--- config.mk ---
export PLATFORM = sky130hd
export DESIGN_NAME = mp_regfile_sb_flat
export DESIGN_NICKNAME = d
export VERILOG_FILES = /design/src/rtl/mp_regfile_sb_pkg.sv /design/src/rtl/mp_regfile_sb_if.sv /design/src/rtl/mp_regfile_sb_scoreboard.sv /design/src/rtl/mp_regfile_sb.sv /design/src/flat_wrapper.sv
export SDC_FILE = /design/constraint.sdc
export NUM_CORES = 2
export LEC_CHECK = 0
export BUFFER_PORTS_ARGS = -buffer_cell sky130_fd_sc_hd__buf_2
export CAP_MARGIN = 20
export CORE_UTILIZATION = 32
export DETAILED_ROUTE_END_ITERATION = 10
export MAX_ROUTING_LAYER = met4
export PLACE_DENSITY = 0.53
export SYNTH_ARGS = -nofsm -noshare
export SYNTH_HDL_FRONTEND = slang
export SYNTH_HIERARCHICAL = 1
export SYNTH_SLANG_ARGS = --single-unit
--- constraint.sdc ---
create_clock -name sys_clk -period 50.7 [get_ports sys_clk]
set_input_delay 15.21 -clock sys_clk [delete_from_list [all_inputs] [get_ports sys_clk]]
set_output_delay 15.21 -clock sys_clk [all_outputs]
set_load 0.01 [all_outputs]
--- src/rtl/mp_regfile_sb_pkg.sv ---
// mp_pkg: shared widths and the half-mask helper used by the register file
// and its scoreboard.
//   MP_HALF_W / MP_WORD_W  : half-register and pair widths
//   mp_pair_mask(lsb, w32) : which halves of one pair an access touches,
//                            as {odd, even}
package mp_pkg;

    localparam int MP_HALF_W = 16;
    localparam int MP_WORD_W = 32;

    // A 32-bit access touches both halves of the pair. A 16-bit access
    // touches only the half selected by bit 0 of the index. Callers expand
    // this to a full NREG-wide mask by matching the pair index (idx >> 1).
    function automatic logic [1:0] mp_pair_mask(input logic lsb, input logic w32);
        if (w32)
            return 2'b11;
        else if (lsb)
            return 2'b10;
        else
            return 2'b01;
    endfunction

endpackage

--- src/rtl/mp_regfile_sb_if.sv ---
// mp_regfile_sb_if: read ports, write-back and scoreboard control of the
// register file, bundled as one interface.
//   master : decode / write-back side (drives indices, write-back, sets)
//   slave  : register file (returns read data, stalls, scoreboard status)
// NREG/NRD must match the parameters of the mp_regfile_sb instance.
interface mp_regfile_sb_if #(
    parameter int NREG = 32,
    parameter int NRD  = 2
);
    localparam int AW = $clog2(NREG);
    localparam int CW = $clog2(NREG + 1);

    logic [NRD-1:0][AW-1:0] rd_idx;
    logic [NRD-1:0]         rd_en;
    logic [NRD-1:0]         rd_w32;
    logic [NRD-1:0][15:0]   rd_data16;
    logic [NRD-1:0][31:0]   rd_data32;
    logic [NRD-1:0]         rd_stall;

    logic                   wb;
    logic                   wb32;
    logic [AW-1:0]          wb_rd;
    logic [31:0]            wb_data;

    logic                   sb_set;
    logic                   sb_set32;
    logic [AW-1:0]          sb_rd;
    logic                   sb_flush;
    logic                   sb_full;
    logic                   sb_err;
    logic [CW-1:0]          sb_count;

    modport master (
        output rd_idx, rd_en, rd_w32,
        output wb, wb32, wb_rd, wb_data,
        output sb_set, sb_set32, sb_rd, sb_flush,
        input  rd_data16, rd_data32, rd_stall,
        input  sb_full, sb_err, sb_count
    );

    modport slave (
        input  rd_idx, rd_en, rd_w32,
        input  wb, wb32, wb_rd, wb_data,
        input  sb_set, sb_set32, sb_rd, sb_flush,
        output rd_data16, rd_data32, rd_stall,
        output sb_full, sb_err, sb_count
    );

endinterface

--- src/rtl/mp_regfile_sb_scoreboard.sv ---
// mp_scoreboard: per-half busy bits for long-latency producers.
//   sb_set/sb_set32/sb_rd : mark a half (or pair) busy
//   sb_flush              : drop all busy bits
//   clr_mask              : halves being written back this cycle
//   busy                  : current busy vector (half 0 never set)
//   sb_count/full/err     : registered population, near-full, sticky overflow
module mp_scoreboard
    import mp_pkg::*;
#(
    parameter int NREG    = 32,
    parameter int MAXPEND = 8,
    localparam int AW     = $clog2(NREG),
    localparam int CW     = $clog2(NREG + 1)
) (
    input  logic            sys_clk,
    input  logic            sys_rst,
    input  logic            sb_set,
    input  logic            sb_set32,
    input  logic [AW-1:0]   sb_rd,
    input  logic            sb_flush,
    input  logic [NREG-1:0] clr_mask,
    output logic [NREG-1:0] busy,
    output logic [CW-1:0]   sb_count,
    output logic            sb_full,
    output logic            sb_err
);

    logic [1:0]      pm;
    logic [NREG-1:0] set_mask;
    logic [NREG-1:0] kept;
    logic [NREG-1:0] cand;
    logic [NREG-1:0] busy_d;
    logic [CW-1:0]   cand_cnt;
    logic [CW-1:0]   cnt_d;
    logic            ovf;

    always_comb begin
        pm       = mp_pair_mask(sb_rd[0], sb_set32);
        set_mask = '0;
        for (int h = 1; h < NREG; h++)
            set_mask[h] = sb_set && (int'(sb_rd[AW-1:1]) == (h >> 1)) && pm[h[0]];

        // Clear first, then OR the set in: a half set and written back in
        // the same cycle stays busy for the newer producer.
        kept = busy & ~clr_mask;
        cand = kept | set_mask;

        cand_cnt = '0;
        for (int h = 0; h < NREG; h++)
            cand_cnt = cand_cnt + CW'(cand[h]);

        // Overflow drops the whole set; the clears still go through.
        ovf    = (|set_mask) && (int'(cand_cnt) > MAXPEND);
        busy_d = ovf ? kept : cand;
        if (sb_flush)
            busy_d = '0;

        cnt_d = '0;
        for (int h = 0; h < NREG; h++)
            cnt_d = cnt_d + CW'(busy_d[h]);
    end

    always_ff @(posedge sys_clk) begin
        if (sys_rst) begin
            busy     <= '0;
            sb_count <= '0;
            sb_full  <= 1'b0;
            sb_err   <= 1'b0;
        end else begin
            busy     <= busy_d;
            sb_count <= cnt_d;
            sb_full  <= (int'(cnt_d) + 2 > MAXPEND);
            // A flush discards the coincident set, so it cannot overflow.
            if (ovf && !sb_flush)
                sb_err <= 1'b1;
        end
    end

endmodule

--- src/rtl/mp_regfile_sb.sv ---
// mp_regfile_sb: NREG 16-bit half-registers (NREG/2 32-bit pairs) with NRD
// asynchronous read ports, one half/pair write-back port, optional
// write-to-read bypass and a per-half busy scoreboard.
//   sys_clk / sys_rst : clock, synchronous active-high reset
//   bus (slave)       : read ports, write-back, scoreboard control/status
// Half 0 is hard zero; pair 0 reads as {half1, 16'h0}.
module mp_regfile_sb
    import mp_pkg::*;
#(
    parameter int NREG    = 32,
    parameter int NRD     = 2,
    parameter int BYPASS  = 1,
    parameter int MAXPEND = 8
) (
    input  logic           sys_clk,
    input  logic           sys_rst,
    mp_regfile_sb_if.slave bus
);

    localparam int AW = $clog2(NREG);

    logic [NREG-1:0][MP_HALF_W-1:0] mem_q;
    logic [NREG-1:0][MP_HALF_W-1:0] wdata;
    logic [NREG-1:0][MP_HALF_W-1:0] view;
    logic [NREG-1:0]                wmask;
    logic [NREG-1:0]                busy;
    logic [NREG-1:0]                busy_eff;
    logic [1:0]                     wpm;

    // Write-back decode. The mask excludes half 0 and is suppressed during
    // reset, so it serves both as the storage enable and the busy clear.
    always_comb begin
        wpm   = mp_pair_mask(bus.wb_rd[0], bus.wb32);
        wmask = '0;
        wdata = '0;
        view  = '0;
        for (int h = 1; h < NREG; h++)
            wmask[h] = bus.wb && !sys_rst &&
                       (int'(bus.wb_rd[AW-1:1]) == (h >> 1)) && wpm[h[0]];
        for (int h = 0; h < NREG; h++) begin
            wdata[h] = (bus.wb32 && h[0]) ? bus.wb_data[31:16] : bus.wb_data[15:0];
            view[h]  = ((BYPASS != 0) && wmask[h]) ? wdata[h] : mem_q[h];
        end
        // With bypass, a half written back this cycle is already available.
        busy_eff = (BYPASS != 0) ? (busy & ~wmask) : busy;
    end

    always_ff @(posedge sys_clk) begin
        if (sys_rst) begin
            mem_q <= '0;
        end else begin
            for (int h = 0; h < NREG; h++)
                if (wmask[h])
                    mem_q[h] <= wdata[h];
        end
    end

    for (genvar i = 0; i < NRD; i++) begin : g_rd
        logic [AW-1:0]   idx;
        logic [1:0]      pm;
        logic [NREG-1:0] rmask;

        assign idx = bus.rd_idx[i];

        always_comb begin
            pm    = mp_pair_mask(idx[0], bus.rd_w32[i]);
            rmask = '0;
            for (int h = 1; h < NREG; h++)
                rmask[h] = (int'(idx[AW-1:1]) == (h >> 1)) && pm[h[0]];
        end

        assign bus.rd_data16[i] = view[idx];
        assign bus.rd_data32[i] = {view[{idx[AW-1:1], 1'b1}], view[{idx[AW-1:1], 1'b0}]};
        assign bus.rd_stall[i]  = bus.rd_en[i] && (|(busy_eff & rmask));
    end

    mp_scoreboard #(
        .NREG    (NREG),
        .MAXPEND (MAXPEND)
    ) u_sb (
        .sys_clk  (sys_clk),
        .sys_rst  (sys_rst),
        .sb_set   (bus.sb_set),
        .sb_set32 (bus.sb_set32),
        .sb_rd    (bus.sb_rd),
        .sb_flush (bus.sb_flush),
        .clr_mask (wmask),
        .busy     (busy),
        .sb_count (bus.sb_count),
        .sb_full  (bus.sb_full),
        .sb_err   (bus.sb_err)
    );

endmodule

--- src/flat_wrapper.sv ---
// flat-port wrapper written by rule: the top's interface ports become plain ports
module mp_regfile_sb_flat import mp_pkg::*;
#(
    parameter int NREG    = 32,
    parameter int NRD     = 2,
    parameter int BYPASS  = 1,
    parameter int MAXPEND = 8
)
  (sys_clk, sys_rst, bus_rd_idx, bus_rd_en, bus_rd_w32, bus_wb, bus_wb32, bus_wb_rd, bus_wb_data, bus_sb_set, bus_sb_set32, bus_sb_rd, bus_sb_flush, bus_rd_data16, bus_rd_data32, bus_rd_stall, bus_sb_full, bus_sb_err, bus_sb_count);
  mp_regfile_sb_if #(.NREG(NREG), .NRD(NRD)) bus_i ();
  input  logic sys_clk;
  input  logic sys_rst;
  input wire logic [$bits(bus_i.rd_idx)-1:0] bus_rd_idx;
  input wire logic [$bits(bus_i.rd_en)-1:0] bus_rd_en;
  input wire logic [$bits(bus_i.rd_w32)-1:0] bus_rd_w32;
  input wire logic [$bits(bus_i.wb)-1:0] bus_wb;
  input wire logic [$bits(bus_i.wb32)-1:0] bus_wb32;
  input wire logic [$bits(bus_i.wb_rd)-1:0] bus_wb_rd;
  input wire logic [$bits(bus_i.wb_data)-1:0] bus_wb_data;
  input wire logic [$bits(bus_i.sb_set)-1:0] bus_sb_set;
  input wire logic [$bits(bus_i.sb_set32)-1:0] bus_sb_set32;
  input wire logic [$bits(bus_i.sb_rd)-1:0] bus_sb_rd;
  input wire logic [$bits(bus_i.sb_flush)-1:0] bus_sb_flush;
  output wire logic [$bits(bus_i.rd_data16)-1:0] bus_rd_data16;
  output wire logic [$bits(bus_i.rd_data32)-1:0] bus_rd_data32;
  output wire logic [$bits(bus_i.rd_stall)-1:0] bus_rd_stall;
  output wire logic [$bits(bus_i.sb_full)-1:0] bus_sb_full;
  output wire logic [$bits(bus_i.sb_err)-1:0] bus_sb_err;
  output wire logic [$bits(bus_i.sb_count)-1:0] bus_sb_count;
  assign bus_i.rd_idx = bus_rd_idx;
  assign bus_i.rd_en = bus_rd_en;
  assign bus_i.rd_w32 = bus_rd_w32;
  assign bus_i.wb = bus_wb;
  assign bus_i.wb32 = bus_wb32;
  assign bus_i.wb_rd = bus_wb_rd;
  assign bus_i.wb_data = bus_wb_data;
  assign bus_i.sb_set = bus_sb_set;
  assign bus_i.sb_set32 = bus_sb_set32;
  assign bus_i.sb_rd = bus_sb_rd;
  assign bus_i.sb_flush = bus_sb_flush;
  assign bus_rd_data16 = bus_i.rd_data16;
  assign bus_rd_data32 = bus_i.rd_data32;
  assign bus_rd_stall = bus_i.rd_stall;
  assign bus_sb_full = bus_i.sb_full;
  assign bus_sb_err = bus_i.sb_err;
  assign bus_sb_count = bus_i.sb_count;
  mp_regfile_sb #(.NREG(NREG), .NRD(NRD), .BYPASS(BYPASS), .MAXPEND(MAXPEND)) u_core (.sys_clk(sys_clk), .sys_rst(sys_rst), .bus(bus_i));
endmodule
Word-level counts from Yosys, hierarchy flattened

Cells that the tools add are included.

Bits in registers: 536
Input bits: 63
Output and inout port bits: 106
Logic and storage cells: 395

Add/subtract/negate cells: 63
Magnitude comparators: 8
Equality and inequality tests: 60
Mux-type cells: 54
Bitwise operators: 5
Reductions and logical operators: 170

Operators by type and width:

| kind                                                        | count |
|---|---|
| 2-to-1 mux 16 bit                                           | 38 |
| adder 6 x 1 -> 6 bit                                        | 52 |
| binary-select mux 16 bit (select 4 bit)                     | 4 |
| logical AND 1 bit                                           | 161 |
| binary-select mux 16 bit (select 5 bit)                     | 2 |
| == test 4 bit (second input constant)                       | 32 |
| bitwise AND 32 bit                                          | 3 |
| == test 4 x 3 -> 1 bit (second input constant)              | 16 |
| 2-to-1 mux 32 bit                                           | 2 |
| OR reduction 32 bit                                         | 2 |
| less-than comparator 5 x 6 -> 1 bit (second input constant) | 6 |
| == test 4 x 2 -> 1 bit (second input constant)              | 8 |
| NOT 32 bit                                                  | 1 |
| OR 32 bit                                                   | 1 |
| OR reduction 31 bit                                         | 1 |
| == test 4 x 1 -> 1 bit (second input constant)              | 4 |
| zero test 4 bit                                             | 4 |
| 2-to-1 mux 2 bit                                            | 8 |
| adder 5 x 1 -> 6 bit                                        | 2 |
| adder 4 x 1 -> 5 bit                                        | 2 |
| adder 3 x 1 -> 4 bit                                        | 2 |
| adder 6 x 2 -> 7 bit (second input constant)                | 1 |
| > comparator 7 x 4 -> 1 bit (second input constant)         | 1 |
| adder 2 x 1 -> 3 bit                                        | 2 |
| other kinds (3)                                             | 5 |

Depth between registers and ports, before layout

Depth in word-level cells: 75
Gate-level depth with buffers: 47
Mapped depth without buffers: 43

Hierarchy

Netlist, hierarchy kept.

By module, submodules not included:

| module        | instances | cells each | area an instance (um^2) |
|---|---|---|---|
| mp_regfile_sb | 1         | 3,559      | 29,724.8 |
| mp_scoreboard | 1         | 388        | 3,713.6 |

Worst setup path after synthesis

Ideal clock, no wire load.

Kind: in2out
From: in bus_wb_rd[1]
To: out bus_rd_data16[9]
Arrival time: 17.826 ns
Required time: 35.490 ns
Slack: 17.664 ns
Cell stages on the path: 10
Buffers on the path: 3
Path through: buf_4 > or4b_4 > buf_6 > nor3_2 > buf_4 > mux2i_1 > o22ai_1 > or4_1 > a211o_1 > mux2_2

Word-level cells in the longest chain between the ends: 6
Elaborated cells between the ends (all ways): 96

RTL lines:

| item                                           | line                | text |
|---|---|---|
| from (decl)                                    | flat_wrapper.sv:18  | `input wire logic [$bits(bus_i.wb_rd)-1:0] bus_wb_rd;` |
| == test 4 x 2 -> 1 bit (tied with other cells) | mp_regfile_sb.sv:39 | `(int'(bus.wb_rd[AW-1:1]) == (h >> 1)) && wpm[h[0]];` |
| logical AND 1 bit                              | mp_regfile_sb.sv:38 | `wmask[h] = bus.wb && !sys_rst &&` |
| logical AND 1 bit                              | mp_regfile_sb.sv:39 |  |
| 2-to-1 mux 16 bit, on equally long branches    | -                   |  |
| binary-select mux 16 bit (select 5 bit) (*)    | mp_regfile_sb.sv:72 | `assign bus.rd_data16[i] = view[idx];` |
| 2-to-1 mux 16 bit (implied by the code) (*)    | mp_regfile_sb.sv:72 |  |
| to (decl)                                      | flat_wrapper.sv:24  | `output wire logic [$bits(bus_i.rd_data16)-1:0] bus_rd_data16;` |

Mark *: on every way between the ends. The rest lies on a longest branch, timed or not. The select of a mux whose other input is x is not followed.

Final worst setup path

From: in bus_wb32
To: out bus_rd_data16[2]

Word-level cells in the longest chain between the ends: 5
Elaborated cells between the ends (all ways): 66

RTL lines:

| item                                        | line                    | text |
|---|---|---|
| from (decl)                                 | flat_wrapper.sv:17      | `input wire logic [$bits(bus_i.wb32)-1:0] bus_wb32;` |
| 2-to-1 mux 2 bit                            | mp_regfile_sb_pkg.sv:15 | `if (w32)` |
| logical AND 1 bit                           | mp_regfile_sb.sv:39     |  |
| 2-to-1 mux 16 bit, on equally long branches | -                       |  |
| binary-select mux 16 bit (select 5 bit) (*) | mp_regfile_sb.sv:72     |  |
| 2-to-1 mux 16 bit (implied by the code) (*) | mp_regfile_sb.sv:72     |  |

Marks and branches as above.

==> impl_results.md <==
* Antenna viol nets, final at 0
* Share of the synthesized area in the top cell type at 32.1%
* Total number of vias at 35631
* Fillers at 10726
* Gr usage total at 35.9%
* Share of cells above drive strength 1 at 16.3%
* Hold Path Origin: u_core/mem_q[98]
* Grt ovf at 0
* Setup WS pre-CTS at 15300 ps
* Setup crit start kind: input port
* CTS root buf: clkbuf_16
* # H-tree levels at 2
* Critical path type: input port to output pin
* Cell Pwr Density at 28.4 nW/um2
* Synth async-reset ratio at 0%
* Worst Max-Slew Pin Slew at 1210 ps
* WL/cell at 35.4 um
* Post-layout instance area at 37900 um2
* First drt pass iteration count at 8
* Placed Area at 35600 um2
* Syn Area/Cell at 8.47 um2
* Synthesis Warnings at 6
* Die height at 325 um
* Final Hold Viols at 0
* Crit share post-route at 70.5%
* Mapped Area at 33400 um2
* Fmax achieved at 0.0280 GHz
* Outcome: finished clean
* DRC at 0
* Setup Fix Bufs, Post-CTS at 0
* Register area share after synthesis at 32.1%
* Chip width at 325 um
* Final worst setup slack at 14970 ps
* Peak supply drop at 0.0291 mV
* Clock sink count at 536
* Initial Utilization at 32.3%
* Post-synth top cells: dfxtp_1, nor2_1, mux2i_1
* Critical Path RT at 35490 ps
* Syn Inst Count at 3947
* Ys flop type: dfxtp_1
* Final #Nets at 4072
* Static Leak at 0.0145 uW
* Clk Latency, worst-skew pair at 670 ps
* FF+latch count, synth at 536
* CTS tree: built
* TritonCTS Buffers at 61
* Row count at 118
* Final Slew Violations at 0
* Via/cell ratio at 6.60
* Detailed Place HPWL at 129 mm
* RSZ-0062 raised after global routing: no
* Syn Nets at 4073
* Register area at 10700 um2
* Period minus WS final at 35730 ps
* First-pass GRT wire length at 263 mm
* Full die area at 106000 um2
* RR Startpoint: u_core/u_sb/busy[27]
* Multi-input logic area at 20700 um2
* Final WL at 191 mm
* Slew headroom at 18.4%
* Crit end category: output pin
* Top area cells in the synthesized netlist: dfxtp_1, mux2i_1, nor2_1
* Yosys cell types at 97
* Final setup TNS at 0 ps
* Synth-to-layout area growth at 13.3%
* Final setup vio count at 0
* Largest net degree at the start of global routing at 186
* Count leader, synth: dfxtp_1
* HP Class: flop to flop
* Post_cts resized at 0
* Crit path DAT at 20520 ps
* Clock skew at 11.5 ps
* Crit path launch: bus_wb32
* First DRT Iteration DRCs at 6450
* Number of hold buffers added after cts at 0
* Post-synth top area cell: dfxtp_1
* Port bufs at 168
* IO Count at 169
* Max FO, Critical Path at 43
* Post-synth EDFFs at 0
* Initial antenna violation count at 14
* Worst-path clk slew at 60 ps
* Max cap viols at 0
* Maximum clock path buffer count at 3
* GPL Wtd Cong at 1.08
* Core Box Area at 103000 um2
* Vias in the first global route at 32480
## per-stage QoR
step	hold WS, ps	total power [uW]	util [%]	std cells
after floorplan	431	514	-	3947
after global placement	442	584	34.4	5257
after detailed placement	448	584	34.4	5260
after CTS	459	1070	36.5	5375
after global routing	473	1090	36.6	5393
final	463	1080	36.6	5398
## metal layers
metal / track usage, % / wire (um) / vias up
met2: 48.0 / 75600 / 3066
met3: 12.8 / 27400 / 836
li1: - / - / 14539
met1: 45.0 / 72700 / 17190
met5: - / 0 / -
met4: 23.3 / 15700 / 0
## registers in the layout, summed over array words and instances, names as in the netlist
register,count
u_core/mem_q,496
u_core/u_sb/busy,32
u_core/u_sb/sb_full,1
u_core/u_sb/sb_count,6
u_core/u_sb/sb_err,1
## critical path, stage by stage
cell	delay [ps]
buf_2	70
buf_4	450
nand2b_2	300
buf_4	370
buf_4	540
nand3_1	780
inv_1	480
buf_4	430
mux2i_1	360
o22a_1	160
o21ai_0	80
nor4b_1	820
mux2i_1	150
buf_2	180
## worst paths after layout
check	endpoint	slack, ps	cells after the start
min reg2reg	u_core/mem_q[98]	460	2
min	u_core/mem_q[98]	460	2
max reg2reg	u_core/u_sb/sb_full	38660	38
max	bus_rd_data16[2]	14970	14
## final cells by class
cell class / count / area share, %
timing repair buffer: 317 / 5.29
tap: 1380 / 4.56
sequential: 536 / 28.3
inverter: 126 / 1.26
antenna: 20 / 0.132
multi-input combinational: 2904 / 54.7
clock buffer: 86 / 4.70
clock inverter: 29 / 1.00
## cells by family (layout without fill, tap and decap cells)
group / after synthesis / in the layout / synth area share [%]
muxes: 551 / 551 / 19.1
DFF: 536 / 536 / 32.1
AOI/OAI and AO/OA: 957 / 957 / 20.3
other: 1 / 21 / 0.0112
xor gates and xnor gates: 5 / 5 / 0.131
buffers and inverters: 507 / 558 / 6.21
and+or+nand+nor: 1327 / 1327 / 18.7
adders and majority gates: 63 / 63 / 3.43
## power by group
part	internal [uW]	total [uW]	leakage, uW	switching [uW]
clock network	285	492	0.00107	207
registers	424	425	0.00432	1.26
logic	39.0	160	0.00913	121
## placed cells by master, fill, tap and decap left out, drive strengths merged, types with 47 or more instances in the layout
cell,synthesis,routed
mux2,76,76
buf,116,315
nand2b,56,56
nor3,88,88
o21ai,89,89
dfxtp,536,536
a31oi,54,54
inv,122,125
nand4,47,47
nor2,532,532
nand2,285,285
a211oi,70,70
o22ai,121,121
nand3,90,90
a21oi,177,177
clkbuf,265,87
fa,48,48
mux4,62,62
mux2i,413,413
Note: power is estimated with default switching activity, not from simulation.
